<file path="config.mk">
export PLATFORM = sky130hd
export DESIGN_NAME = cloud_sprite_ctrl
export DESIGN_NICKNAME = d
export VERILOG_FILES = /design/src/rtl/cloud_sprite_ctrl.sv
export SDC_FILE = /design/constraint.sdc
export NUM_CORES = 1
export LEC_CHECK = 0
export BUFFER_PORTS_ARGS = -buffer_cell sky130_fd_sc_hd__buf_2
export CAP_MARGIN = 20
export CORE_MARGIN = 4
export CORE_UTILIZATION = 50
export DETAILED_ROUTE_END_ITERATION = 8
export GPL_ROUTABILITY_DRIVEN = 0
export PLACE_DENSITY = 0.69
export SLEW_MARGIN = 10
export SYNTH_ARGS = -nofsm -noshare
export SYNTH_HDL_FRONTEND = slang
export SYNTH_SLANG_ARGS = --single-unit
</file>
<file path="constraint.sdc">
create_clock -name clk -period 10.2 [get_ports clk]
set_input_delay 2.55 -clock clk [delete_from_list [all_inputs] [get_ports clk]]
set_output_delay 2.55 -clock clk [all_outputs]
set_load 0.05 [all_outputs]
</file>
<file path="src/rtl/cloud_sprite_ctrl.sv">
// Shares one synchronous cloud sprite ROM between NUM_CLOUDS clouds: per-pixel hit test,
// fixed-priority arbitration, ROM addressing, and per-frame drift/animation.
module cloud_sprite_ctrl #(
  parameter int          NUM_CLOUDS = 4,
  parameter int          CLOUD_W    = 58,
  parameter int          CLOUD_H    = 32,
  parameter int          SCREEN_W   = 640,
  parameter int          ANIM_DIV   = 30,
  parameter logic [11:0] TRANSP_KEY = 12'hFFF
) (
  input  logic        clk,
  input  logic        rst_n,
  input  logic        frame_tick,
  input  logic [9:0]  col,
  input  logic [9:0]  row,
  input  logic        cfg_valid,
  output logic        cfg_ready,
  input  logic [1:0]  cfg_idx,
  input  logic [9:0]  cfg_x,
  input  logic [9:0]  cfg_y,
  input  logic [1:0]  cfg_speed,
  input  logic        cfg_en,
  output logic [11:0] rom_addr,
  input  logic [11:0] rom_data,
  output logic        is_cloud,
  output logic [11:0] cloud_rgb,
  output logic [1:0]  hit_idx
);

  localparam logic [9:0]  CW        = 10'(CLOUD_W);
  localparam logic [9:0]  CH        = 10'(CLOUD_H);
  localparam logic [10:0] SW        = 11'(SCREEN_W);
  localparam logic [11:0] CW12      = 12'(CLOUD_W);
  localparam logic [11:0] FRAME_OFS = 12'(CLOUD_W * CLOUD_H);
  localparam logic [4:0]  ANIM_LAST = 5'(ANIM_DIV - 1);

  logic [9:0]            x_q   [NUM_CLOUDS];
  logic [9:0]            y_q   [NUM_CLOUDS];
  logic [1:0]            spd_q [NUM_CLOUDS];
  logic [NUM_CLOUDS-1:0] en_q;
  logic [4:0]            anim_cnt;
  logic                  frame_q;

  logic [9:0]            dx [NUM_CLOUDS];
  logic [9:0]            dy [NUM_CLOUDS];
  logic [NUM_CLOUDS-1:0] hit;
  logic [10:0]           drift_sum [NUM_CLOUDS];
  logic [9:0]            drift_x   [NUM_CLOUDS];

  logic                  hit_any;
  logic [1:0]            win_idx;
  logic [9:0]            win_dx;
  logic [9:0]            win_dy;
  logic [11:0]           addr_nxt;

  logic                  v1, v2;
  logic [1:0]            idx1, idx2;
  logic                  opaque;

  // Config handshake: a write is taken on any clk edge where cfg_valid && cfg_ready;
  // the master holds the request until then. Ready drops on frame_tick so drift wins.
  assign cfg_ready = !frame_tick;

  // Differences are only trusted when the >= guard holds, so underflow never hits.
  always_comb begin
    for (int i = 0; i < NUM_CLOUDS; i++) begin
      dx[i]        = col - x_q[i];
      dy[i]        = row - y_q[i];
      hit[i]       = en_q[i] && (col >= x_q[i]) && (dx[i] < CW) &&
                     (row >= y_q[i]) && (dy[i] < CH);
      drift_sum[i] = {1'b0, x_q[i]} + {9'd0, spd_q[i]};
      drift_x[i]   = (drift_sum[i] >= SW) ? 10'(drift_sum[i] - SW) : drift_sum[i][9:0];
    end
  end

  // Scan from the top index down so the lowest hitting index is left standing.
  always_comb begin
    hit_any = |hit;
    win_idx = '0;
    win_dx  = '0;
    win_dy  = '0;
    for (int i = NUM_CLOUDS - 1; i >= 0; i--) begin
      if (hit[i]) begin
        win_idx = 2'(i);
        win_dx  = dx[i];
        win_dy  = dy[i];
      end
    end
    addr_nxt = 12'(win_dy) * CW12 + 12'(win_dx) + (frame_q ? FRAME_OFS : 12'd0);
  end

  always_ff @(posedge clk or negedge rst_n) begin
    if (!rst_n) begin
      for (int i = 0; i < NUM_CLOUDS; i++) begin
        x_q[i]   <= '0;
        y_q[i]   <= '0;
        spd_q[i] <= '0;
      end
      en_q     <= '0;
      anim_cnt <= '0;
      frame_q  <= 1'b0;
    end else if (frame_tick) begin
      for (int i = 0; i < NUM_CLOUDS; i++) begin
        if (en_q[i]) x_q[i] <= drift_x[i];
      end
      if (anim_cnt == ANIM_LAST) begin
        anim_cnt <= '0;
        frame_q  <= ~frame_q;
      end else begin
        anim_cnt <= anim_cnt + 5'd1;
      end
    end else if (cfg_valid && cfg_ready) begin
      x_q[cfg_idx]   <= ({1'b0, cfg_x} >= SW) ? 10'd0 : cfg_x;
      y_q[cfg_idx]   <= cfg_y;
      spd_q[cfg_idx] <= cfg_speed;
      en_q[cfg_idx]  <= cfg_en;
    end
  end

  assign opaque = v2 && (rom_data != TRANSP_KEY);

  // Three-stage pixel pipeline: address, ROM read alignment, output register.
  always_ff @(posedge clk or negedge rst_n) begin
    if (!rst_n) begin
      rom_addr  <= '0;
      v1        <= 1'b0;
      idx1      <= '0;
      v2        <= 1'b0;
      idx2      <= '0;
      is_cloud  <= 1'b0;
      cloud_rgb <= '0;
      hit_idx   <= '0;
    end else begin
      rom_addr  <= hit_any ? addr_nxt : 12'd0;
      v1        <= hit_any;
      idx1      <= hit_any ? win_idx : 2'd0;
      v2        <= v1;
      idx2      <= idx1;
      is_cloud  <= opaque;
      cloud_rgb <= opaque ? rom_data : 12'd0;
      hit_idx   <= opaque ? idx2 : 2'd0;
    end
  end

endmodule

</file>
=== Yosys cells after proc, flatten, opt, wreduce, memory -nomap -nowiden ===
Cells that the tools add are included.

* Register bits: 131
* Output and inout port bits: 28
* Word-level logic and storage cells: 145

* $add $sub $neg: 19
* Multiply operators: 1
* Magnitude comparators: 25
* Eq/ne operators: 6
* Multiplexer cells: 39
* Bitwise gates (word level): 3
* Reductions and logical operators: 29

{| class="wikitable"
|+ Operators with widths
! kind !! number
|-
| 10-bit 2-to-1 mux || 18
|-
| 40-bit bitwise mux || 2
|-
| 10-bit greater-or-equal comparator || 8
|-
| 10-bit by 6-bit < comparator with 1-bit output (second input constant) || 8
|-
| 40-bit 2-to-1 mux || 2
|-
| 10-bit subtractor || 8
|-
| 10-bit by 2-bit adder with 11-bit output || 4
|-
| 11-bit by 10-bit greater-or-equal comparator with 1-bit output (second input constant) || 4
|-
| 10-bit subtractor (second input constant) || 4
|-
| 12-bit 2-to-1 mux || 2
|-
| 10-bit demux with 2-bit select || 1
|-
| 1-bit logical AND || 20
|-
| 2-bit 2-to-1 mux || 7
|-
| 12-bit by 10-bit adder with 12-bit output || 1
|-
| 12-bit by 11-bit adder with 12-bit output || 1
|-
| 12-bit != test (second input constant) || 1
|-
| 2-bit AND reduction || 6
|-
| 10-bit by 5-bit multiplier with 11-bit output (second input constant) || 1
|-
| 11-bit 2-to-1 mux || 1
|-
| 10-bit greater-or-equal comparator (second input constant) || 1
|-
| 8-bit bitwise mux || 1
|-
| 2-bit by 1-bit != test with 1-bit output (second input constant) || 4
|-
| 5-bit by 1-bit adder with 5-bit output (second input constant) || 1
|-
| 5-bit == test (second input constant) || 1
|-
| 14 further kinds || 15
|}

=== Longest topological paths before layout ===
Gate-level depths: netlist of the first run.

* Depth in word-level cells: 13
* Mapped depth: 33
* Gate-level depth less buffers: 32

=== Worst setup path after synthesis of the first run ===
Ideal clock, no wire load.

* Kind: input-to-reg
* Start point: input col[0]
* End point: register rom_addr[11]
* Library setup time: 0.122 ns
* Arrival: 9.139 ns
* Required time: 10.078 ns
* Setup slack: 0.939 ns
* Stages on the path: 32
* Path through: inv_1 > ha_1 > inv_1 > fa_1 > a211o_1 > o21ai_0 > nor3_1 > nor4_1 > or4b_1 > or4_1 > buf_2 > clkbuf_1 > a21oi_1 > ha_1 > xnor2_1 > ha_1 > inv_1 > fa_1 > inv_1 > ha_1 > a21oi_1 > nor2_1 > nor2_1 > xnor2_1 > fa_1 > ha_1 > a21oi_1 > o21ai_0 > a21o_1 > a21oi_1 > xnor2_1 > nor2_1

* Word-level cells in the longest chain between the ends: 13

{| class="wikitable"
|+ RTL lines
! item !! line !! source
|-
| start, declared || 14 || <nowiki>input logic [9:0] col,</nowiki>
|-
| 10-bit subtractor or 10-bit greater-or-equal comparator (tied branches) || 67, 69 ||
|-
| 10-bit by 6-bit < comparator with 1-bit output or 1-bit logical AND (tied branches) || 69 || <nowiki>hit[i] = en_q[i] && (col >= x_q[i]) && (dx[i] < CW) &&</nowiki>
|-
| 1-bit logical AND (2 in series) || 69 ||
|-
| 1-bit logical AND || 70 || <nowiki>(row >= y_q[i]) && (dy[i] < CH);</nowiki>
|-
| 10-bit 2-to-1 mux (4 in series) || 83 || <nowiki>if (hit[i]) begin</nowiki>
|-
| 10-bit by 5-bit multiplier with 11-bit output || 89 || <nowiki>addr_nxt = 12'(win_dy) * CW12 + 12'(win_dx) + (frame_q ? FRAME_OFS : 12'd0);</nowiki>
|-
| 12-bit by 10-bit adder with 12-bit output || 89 ||
|-
| 12-bit by 11-bit adder with 12-bit output || 89 ||
|-
| 12-bit 2-to-1 mux * || 134 || <nowiki>rom_addr <= hit_any ? addr_nxt : 12'd0;</nowiki>
|-
| end signal, assigned || 134 ||
|-
| end, declared || 23 || <nowiki>output logic [11:0] rom_addr,</nowiki>
|}

Every way passes the cells marked *; elsewhere a longest branch is shown, timed or not.
A chain may end at the register's enable or synchronous reset.

=== Worst setup path in the final report of the first run ===
Same ends and word-level chain as after synthesis.

==> impl_metrics.csv, run 1 <==
group,metric,value,unit
status,outcome,"complete, no violations",
clock_tree,cts_tree,"done",
placed_design,dp_hpwl,26700,microns
floorplan,ios,89,
setup_path,startpoint_type,"input pin",
placed_design,dp.cells,1849,
synthesis,async_flop_share,1.00,
setup_path,worst-path-stages,34,
timing,maxSlewViolCount,0,
clock_tree,cts_resized,0,
finish,design_area,13600,sq um
power,peakVddDrop,0.0915,mV
synthesis,syn_inst,1466,
clock_tree,clkLatencyLatePin,440,ps
timing,finClkSkew,18.0,ps
setup_path,crit_top_cell,"ha_1",
timing,hold_viol,0,
power,power,0.00310,W
timing,grt_setup_unrepaired,"no",
clock_tree,cts.clk_slew.worst_paths,70,ps
setup_path,worstPathMaxFanout,13,
synthesis,synth_seq_cells,131,
timing,setup_ws,642,ps
timing,setup_viol,0,
drt,routedWlPerCell,18.2,microns
finish,antennaDiodeCount,0,
power,p_switching,0.00140,W
setup_path,crit_type,"in -> reg",
floorplan,die_area,27000,sq um
timing,fmax,105,MHz
setup_path,reg2reg_depth,31,
setup_path,arrival,9860,ps
clock_tree,htreeDepth,4,
synthesis,synthTopCellsByCount,"inv_1, dfrtp_1, ha_1",
setup_path,crit_buf_inv,6,
finish,fin_cells,1881,
setup_path,crit_start,"col[0]",
placed_design,dp_slack,316,ps
timing,worstMarginPinSlew,1000,ps
finish,syn_to_final_growth,11.6,%
global_route,grt_max_degree,78,
drt,via_per_inst,5.99,
clock_tree,ctsHoldBuffers,0,
floorplan,core.rowCount,56,
floorplan,start_util,0.514,
synthesis,yosysWarnings,0,
synthesis,synth_area,12200,sq um
power,leakage,6.35,nW
global_route,grt_pass1_wl,55100,microns
synthesis,synth_top_area_frac,0.269,
floorplan,die_y,164,microns
drt,vias,11300,
power,p_seq_frac,0.255,
synthesis,yosys.area.top_type,"dfrtp_1",
timing,max_slew_margin,0.333,
floorplan,coreArea,23800,sq um
finish,layout-drive-gt1-share,0.114,
drt,drtIter0Drc,812,
clock_tree,post-cts-setup-buffer-count,0,
setup_path,critPathCaptureType,"flip-flop",
synthesis,ys_types,81,
power,p_per_area,228,nW/um^2
global_route,first_global_vias,10600,
setup_path,r2r_start,"x_q[13]$_DFFE_PN0P_",
drt,routed_wl,34200,microns
finish,nNetsFinal,1764,
setup_path,worst_path_max_delay_cell,"fa_1",
timing,fin_crit_sh,0.937,
drt,drc,0,
timing,fin_crit,9560,ps
clock_tree,cts_root_buffer,"clkbuf_16",
global_route,grt_util_all_layers,0.257,
drt,ant_nets,0,
setup_path,critPathCapture,"rom_addr[11]$_DFF_PN0_",
setup_path,cp.required,10500,ps
setup_path,reg2reg_setup_slack,2620,ps
power,swShare,0.451,
synthesis,syn_avg_cell_area,8.32,sq um
drt,drt_pass1_iterations,6,
power,power.share.combinational,0.535,
setup_path,cpPeakStageDelay,490,ps
synthesis,synth-main-ff-cell,"dfrtp_1",
min_path,min_path_type,"reg -> reg",
placed_design,place_area,13000,sq um
floorplan,die_w,164,microns
clock_tree,clock_path_buffers,2,
placed_design,port_buffers,88,
run,cap_violations,0,
global_route,gr-total-overflow,0,
power,p_int,0.00170,W
timing,fin_tns_setup,0,ps
global_route,antenna_found_initial,0,
synthesis,yosysSeqAreaShare,0.269,
setup_path,crit_family,"adder cells",
clock_tree,numCtsBuffers,17,
synthesis,synth_edf_count,0,
setup_path,rr_endpoint,"rom_addr[11]$_DFF_PN0_",
synthesis,ys_top_cells_by_area,"dfrtp_1, ha_1, o21ai_0",
power,clkPwrFrac,0.210,
clock_tree,cts_num_sinks,131,
synthesis,yosysMostFrequentCell,"inv_1",
## sequential cells by signal (all words and copies together), names as in the netlist
| register | count |
|---|---|
| cloud_rgb | 12 |
| idx2 | 2 |
| en_q | 4 |
| is_cloud | 1 |
| y_q | 40 |
| spd_q | 8 |
| v1 | 1 |
| frame_q | 1 |
| anim_cnt | 5 |
| idx1 | 2 |
| x_q | 40 |
| v2 | 1 |
| hit_idx | 2 |
| rom_addr | 12 |
## final cells by class
type	instances	area [sq um]
Tap cell	319	399
Inverter	152	572
Clock inverter	14	168
Multi-Input combinational cell	1144	8200
Timing Repair Buffer	103	559
Fill cell	2167	10100
Sequential cell	131	3280
Clock buffer	18	439
## cell families (layout without fill, tap and decap cells)
logic type,after synthesis,in the layout,synth area share
and+or+nand+nor,453,453,0.189
AOI/OAI and AO/OA,412,412,0.217
buffers and inverters,204,287,0.0633
adders and majority gates,154,154,0.175
DFF,131,131,0.269
xor gates and xnor gates,64,64,0.0459
muxes,46,46,0.0406
other,2,15,0.000615
## how the worst min path moves through the flow
| stage | cells past startpoint | slack, ps | endpoint | startpoint |
|---|---|---|---|---|
| final | 0 | 340 | idx2[1]$_DFF_PN0_ | idx1[1]$_DFF_PN0_ |
| after CTS | 0 | 340 | idx2[1]$_DFF_PN0_ | idx1[1]$_DFF_PN0_ |
| after floorplan | 0 | 330 | idx2[0]$_DFF_PN0_ | idx1[0]$_DFF_PN0_ |
| after detailed placement | 0 | 330 | v2$_DFF_PN0_ | v1$_DFF_PN0_ |
| after global routing | 0 | 340 | idx2[1]$_DFF_PN0_ | idx1[1]$_DFF_PN0_ |
| after global placement | 0 | 330 | idx2[1]$_DFF_PN0_ | idx1[1]$_DFF_PN0_ |
## per-layer routing
metal / vias to the layer above / GRT usage / routed length, microns
met2: 399 / 0.401 / 15700
met3: 43 / 0.0379 / 2400
met5: - / 0 / 0
li1: 5452 / - / -
met1: 5373 / 0.374 / 15400
met4: 0 / 0.0705 / 703
## power groups by stage
stage | sequential (W) | clock, W | combinational [W]
floorplan | 0.000739 | 0 | 0.00127
global placement | 0.000793 | 0 | 0.00159
detailed placement | 0.000797 | 0 | 0.00162
CTS | 0.000789 | 0.000657 | 0.00163
finish | 0.000792 | 0.000650 | 0.00166
global route | 0.000811 | 0.000679 | 0.00186
## metrics by stage
step | utilization | hold WS, ps
2_1_floorplan | - | 331
3_3_place_gp | 0.548 | 333
3_5_place_dp | 0.548 | 335
4_1_cts | 0.573 | 344
5_1_grt | 0.573 | 344
6_report | 0.573 | 344
## placed cells by master (no fill, tap or decap), drive strengths merged, types with 9 or more instances in the layout
| cell | instances |
|---|---|
| buf | 103 |
| a211oi | 21 |
| xnor2 | 49 |
| a32oi | 10 |
| nand3 | 28 |
| a221o | 10 |
| nand4 | 15 |
| a21o | 20 |
| fa | 27 |
| conb | 15 |
| a31oi | 11 |
| nor3 | 54 |
| o22ai | 23 |
| o21ai | 124 |
| dfrtp | 131 |
| clkbuf | 18 |
| nor2b | 19 |
| ha | 127 |
| inv | 157 |
| mux2i | 18 |
| nand2b | 24 |
| and3 | 15 |
| mux2 | 28 |
| xor2 | 15 |
| or4 | 10 |
| a21oi | 97 |
| nand3b | 9 |
| nor4 | 19 |
| nor2 | 90 |
| nand2 | 114 |
| and2 | 23 |
| o2111ai | 9 |
(Power assumes the default switching activity.)
==> run 2: changes to the inputs <==
--- a/config.mk
+++ b/config.mk
@@ -7,11 +7,13 @@
 export LEC_CHECK = 0
 export BUFFER_PORTS_ARGS = -buffer_cell sky130_fd_sc_hd__buf_2
 export CAP_MARGIN = 20
+export CELL_PAD_IN_SITES_DETAIL_PLACEMENT = 1
+export CELL_PAD_IN_SITES_GLOBAL_PLACEMENT = 2
 export CORE_MARGIN = 4
-export CORE_UTILIZATION = 50
+export CORE_UTILIZATION = 38
 export DETAILED_ROUTE_END_ITERATION = 8
 export GPL_ROUTABILITY_DRIVEN = 0
-export PLACE_DENSITY = 0.69
+export PLACE_DENSITY = 0.83
 export SLEW_MARGIN = 10
 export SYNTH_ARGS = -nofsm -noshare
 export SYNTH_HDL_FRONTEND = slang
==> run 2 against run 1 <==
Against the previous run: clock-buffer cell count unchanged; setup slack got worse by 100 ps; register-to-register slack worse by 250 ps; sequential cell count did not move.
==> impl_metrics.csv, run 2 (same netlist as run 1, synthesis figures left out) <==
group,metric,value,unit
status,outcome,"complete, no violations",
run,cap_violations,0,
global_route,antenna_found_initial,2,
floorplan,die_area,35000,sq um
global_route,grt_max_degree,74,
timing,fin_tns_setup,0,ps
setup_path,cp.required,10520,ps
drt,wl_met1,18500,microns
drt,via_per_inst,5.74,
power,p_per_area,231,nW/um^2
finish,layout_commonest_cell,"inv_1",
clock_tree,cts.clk_slew.worst_paths,60,ps
placed_design,dp.cells,1929,
setup_path,crit_type,"in -> reg",
setup_path,startpoint_type,"input pin",
floorplan,start_util,0.386,
timing,maxSlewViolCount,0,
setup_path,crit_start,"col[0]",
clock_tree,clkLatencyLatePin,460,ps
power,leakage,6.32,nW
drt,drc,0,
timing,max_slew_margin,0.364,
global_route,gr-total-overflow,0,
finish,syn_to_final_growth,12.3,%
drt,highest_layer,"met5",
clock_tree,cts_tree,"done",
timing,finClkSkew,12.8,ps
finish,reg_top3,"x_q: 40 flops, y_q: 40 flops",
clock_tree,clock_path_buffers,2,
setup_path,worstPathMaxFanout,15,
clock_tree,htreeDepth,4,
floorplan,die_y,187,microns
setup_path,cpPeakStageDelay,790,ps
clock_tree,cts_root_buffer,"clkbuf_16",
drt,met2_length,19700,microns
clock_tree,numCtsBuffers,17,
finish,design_area,13700,sq um
timing,fmax,104,MHz
timing,hold_viol,0,
clock_tree,ctsHoldBuffers,0,
placed_design,place_area,13100,sq um
drt,drt_pass1_iterations,5,
finish,fin_cells,1960,
drt,drtIter0Drc,615,
finish,layout-drive-gt1-share,0.112,
drt,routedWlPerCell,20.7,microns
drt,wl_met3,1500,microns
clock_tree,post-cts-setup-buffer-count,0,
min_path,min_path_type,"reg -> reg",
floorplan,coreArea,31600,sq um
finish,n_fill_cell,3821,
clock_tree,cts_num_sinks,131,
global_route,grt_pass1_wl,64500,microns
timing,setup_ws,540,ps
setup_path,crit_top_cell,"ha_1",
drt,ant_nets,0,
finish,antennaDiodeCount,0,
clock_tree,cts_resized,0,
finish,final_cell_mix,"inv_1, dfrtp_1, ha_1, o21ai_0, nand2_1",
floorplan,core.rowCount,65,
global_route,grt_util_all_layers,0.231,
timing,whs,350,ps
timing,setup_viol,0,
timing,grt_setup_unrepaired,"no",
global_route,first_global_vias,11800,
finish,nNetsFinal,1762,
floorplan,die_w,187,microns
floorplan,ios,89,
timing,fin_crit_sh,0.947,
min_path,min_from,"v1$_DFF_PN0_",
drt,routed_wl,40500,microns
placed_design,port_buffers,88,
timing,fin_crit,9660,ps
placed_design,dp_hpwl,31900,microns
drt,vias,11300,
setup_path,reg2reg_setup_slack,2370,ps
power,peakVddDrop,0.128,mV
setup_path,worst_path_max_delay_cell,"or4_1",
setup_path,r2r_start,"x_q[13]$_DFFE_PN0P_",
setup_path,arrival,9980,ps
setup_path,critPathCaptureType,"flip-flop",
placed_design,dp_slack,91.7,ps
timing,worstMarginPinSlew,954,ps
run 2: per-layer routing:
layer / track usage / vias up
met5: 0 / -
met4: 0.0620 / 4
met3: 0.0401 / 55
met2: 0.390 / 162
met1: 0.306 / 5615
li1: - / 5424
run 2: power breakdown:
part | switching [W] | internal, W | leakage [nW] | total [W]
Clock | 0.000256 | 0.000388 | 0.280 | 0.000644
Combinational | 0.00104 | 0.000689 | 4.41 | 0.00173
Sequential | 0.000154 | 0.000644 | 1.63 | 0.000798
Total | 0.00145 | 0.00172 | 6.32 | 0.00317
run 2: final cells by class:
| class | count | area, sq um | share of cell area |
|---|---|---|---|
| multi-input cells | 1144 | 8200 | 0.599 |
| clock inverters | 12 | 160 | 0.0117 |
| flip-flops and latches | 131 | 3280 | 0.239 |
| inverters | 152 | 572 | 0.0417 |
| repair buffers | 101 | 544 | 0.0397 |
| clock buffers | 18 | 439 | 0.0321 |
| well taps | 402 | 503 | 0.0367 |
run 2: critical path, delay by kind of cell:
family | cells | cell delay, ps
buf+inv | 5 | 420
xor+xnor | 3 | 440
simple gates | 7 | 1850
fa+ha+maj | 8 | 2890
compound gates | 8 | 1780
run 2: path summary, 6_finish.rpt:
path | depth (start not counted) | endpoint
max in group asynchronous | 2 | x_q[39]$_DFFE_PN0P_
min reg2reg | 0 | v2$_DFF_PN0_
max reg2reg | 30 | rom_addr[11]$_DFF_PN0_
max | 31 | rom_addr[11]$_DFF_PN0_
min | 0 | v2$_DFF_PN0_
min in group asynchronous | 1 | cloud_rgb[2]$_DFF_PN0_
run 2: metrics by stage:
stage          power (W)   util
2_1_floorplan    0.00201      -
4_1_cts          0.00318  0.433
3_3_place_gp     0.00247  0.414
3_5_place_dp     0.00251  0.414
6_report         0.00317  0.433
5_1_grt          0.00343  0.433
==> run 3: changes to the inputs <==
--- a/config.mk
+++ b/config.mk
@@ -9,7 +9,7 @@
 export CAP_MARGIN = 20
 export CELL_PAD_IN_SITES_DETAIL_PLACEMENT = 1
 export CELL_PAD_IN_SITES_GLOBAL_PLACEMENT = 2
-export CORE_MARGIN = 4
+export CORE_MARGIN = 2
 export CORE_UTILIZATION = 38
 export DETAILED_ROUTE_END_ITERATION = 8
 export GPL_ROUTABILITY_DRIVEN = 0
==> run 3 against run 2 <==
Against the previous run: clock skew is essentially flat; cell count grew 0.20%; via count is essentially flat; fmax grew 0.88%; clock power shrank 2%; die area shrank 4.2%; global-route usage grew 1.7 points; wire length shrank 1.4%; setup slack gained 84 ps; non-clock buffer count grew 2; sequential share of layout area is essentially flat; critical path type unchanged; highest routed layer is now met4.
==> impl_metrics.csv, run 3 (same netlist as run 1, synthesis figures left out) <==
group,metric,value,unit
global_route,grt_pass1_wl,64700,microns
min_path,worstHoldPathCells,0,
floorplan,die_w,183,microns
floorplan,die_area,33600,sq um
status,outcome,"complete, no violations",
finish,layout-drive-gt1-share,0.115,
clock_tree,cts.clk_slew.worst_paths,70,ps
power,p_per_area,229,nW/um^2
timing,whs,351,ps
setup_path,cp.required,10520,ps
power,leakage,6.33,nW
drt,vias,11300,
timing,worstMarginPinSlew,1050,ps
global_route,grt_util_all_layers,0.248,
global_route,use_met2,0.418,
setup_path,cpPeakStageDelay,510,ps
timing,maxSlewViolCount,0,
setup_path,worst_path_max_delay_cell,"fa_1",
floorplan,coreArea,31600,sq um
finish,layout_commonest_cell,"inv_1",
power,peakVddDrop,0.142,mV
timing,hold_viol,0,
setup_path,crit_type,"in -> reg",
setup_path,crit_top_cell,"ha_1",
clock_tree,cts_root_buffer,"clkbuf_16",
global_route,antenna_found_initial,0,
finish,n_fill_cell,3823,
floorplan,start_util,0.387,
timing,setup_viol,0,
timing,fin_crit,9580,ps
clock_tree,ctsHoldBuffers,0,
clock_tree,clkLatencyLatePin,450,ps
setup_path,r2r_start,"x_q[16]$_DFFE_PN0P_",
timing,fmax,104,MHz
global_route,first_global_vias,11800,
drt,drc,0,
placed_design,dp_hpwl,31500,microns
setup_path,worstPathMaxFanout,11,
clock_tree,cts_num_sinks,131,
floorplan,ios,89,
drt,drt_pass1_iterations,5,
clock_tree,htreeDepth,4,
global_route,grt_use_met3,0.0379,
finish,final_cell_mix,"inv_1, dfrtp_1, ha_1, o21ai_0, nand2_1",
setup_path,rr_endpoint,"rom_addr[11]$_DFF_PN0_",
run,cap_violations,0,
finish,reg_top3,"x_q: 40 flops, y_q: 40 flops",
setup_path,reg2reg_depth,27,
power,power,0.00314,W
clock_tree,clock_path_buffers,2,
global_route,grt-busiest-layer,"met2",
setup_path,startpoint_type,"input pin",
min_path,min_to,"v2$_DFF_PN0_",
floorplan,core.rowCount,65,
global_route,grt_max_degree,70,
min_path,min_from,"v1$_DFF_PN0_",
finish,syn_to_final_growth,12.3,%
placed_design,port_buffers,88,
min_path,min_path_type,"reg -> reg",
setup_path,arrival,9890,ps
floorplan,die_y,183,microns
setup_path,critPathCaptureType,"flip-flop",
drt,via_per_inst,5.73,
finish,post-route-util,0.434,
global_route,gr-total-overflow,0,
timing,fin_tns_setup,0,ps
finish,fin_cells,1964,
drt,ant_nets,0,
timing,fin_crit_sh,0.939,
timing,finClkSkew,13.1,ps
placed_design,dp.cells,1932,
drt,routed_wl,39900,microns
clock_tree,post-cts-setup-buffer-count,0,
clock_tree,cts_tree,"done",
clock_tree,numCtsBuffers,17,
timing,max_slew_margin,0.292,
finish,antennaDiodeCount,0,
setup_path,reg2reg_setup_slack,2590,ps
drt,routedWlPerCell,20.3,microns
global_route,grt_use_met1,0.328,
drt,drtIter0Drc,613,
timing,grt_setup_unrepaired,"no",
finish,nNetsFinal,1764,
==> run 3: timing repair <==
item                       CTS  global route
gates resized for setup      0             3
hold endpoints to repair     0             0
setup endpoints to repair    0             1
==> run 3: through the flow <==
step           area [sq um]  worst slack (ps)
5_1_grt               13700              47.1
3_3_place_gp          13100               350
4_1_cts               13700               546
2_1_floorplan         12300               939
3_5_place_dp          13100              87.3
6_report              13700               624
==> run 3: final cells by class <==
cell class              instances  area, sq um  share of cell area
multi-input cells            1144         8210               0.599
flip-flops and latches        131         3280               0.239
inverters                     152          572              0.0417
repair buffers                103          559              0.0408
well taps                     402          503              0.0367
clock buffers                  18          439              0.0321
clock inverters                14          141              0.0103
==> run 3: power by group <==
part           switching (W)  internal [W]  leakage, nW  total [W]
sequential          0.000152      0.000644         1.63   0.000796
combinational        0.00102      0.000688         4.43    0.00171
clock               0.000280      0.000349        0.279   0.000629
total                0.00146       0.00168         6.33    0.00314
==> run 3: worst max-delay path by stage <==
| stage | startpoint | endpoint | slack (ps) | depth (start not counted) |
|---|---|---|---|---|
| after floorplan | col[0] | rom_addr[11]$_DFF_PN0_ | 940 | 32 |
| after global placement | col[0] | rom_addr[11]$_DFF_PN0_ | 350 | 34 |
| after detailed placement | col[0] | rom_addr[11]$_DFF_PN0_ | 90 | 33 |
| after CTS | col[0] | rom_addr[11]$_DFF_PN0_ | 550 | 33 |
| after global routing | col[0] | rom_addr[11]$_DFF_PN0_ | 50 | 33 |
| final | col[0] | rom_addr[11]$_DFF_PN0_ | 620 | 34 |
==> run 3: layer usage <==
layer	vias to the layer above	part of all wire
met5	-	0
met4	0	0.020
met3	53	0.038
met1	5590	0.46
met2	186	0.48
li1	5434	-
==> run 3: worst max-delay path: cells and delay by family <==
kind            cells  cell delay [ps]
compound gates     10             2330
buf+inv             6              690
simple gates        6              860
fa+ha+maj           8             2880
xor+xnor            3              430
mux                 1              130
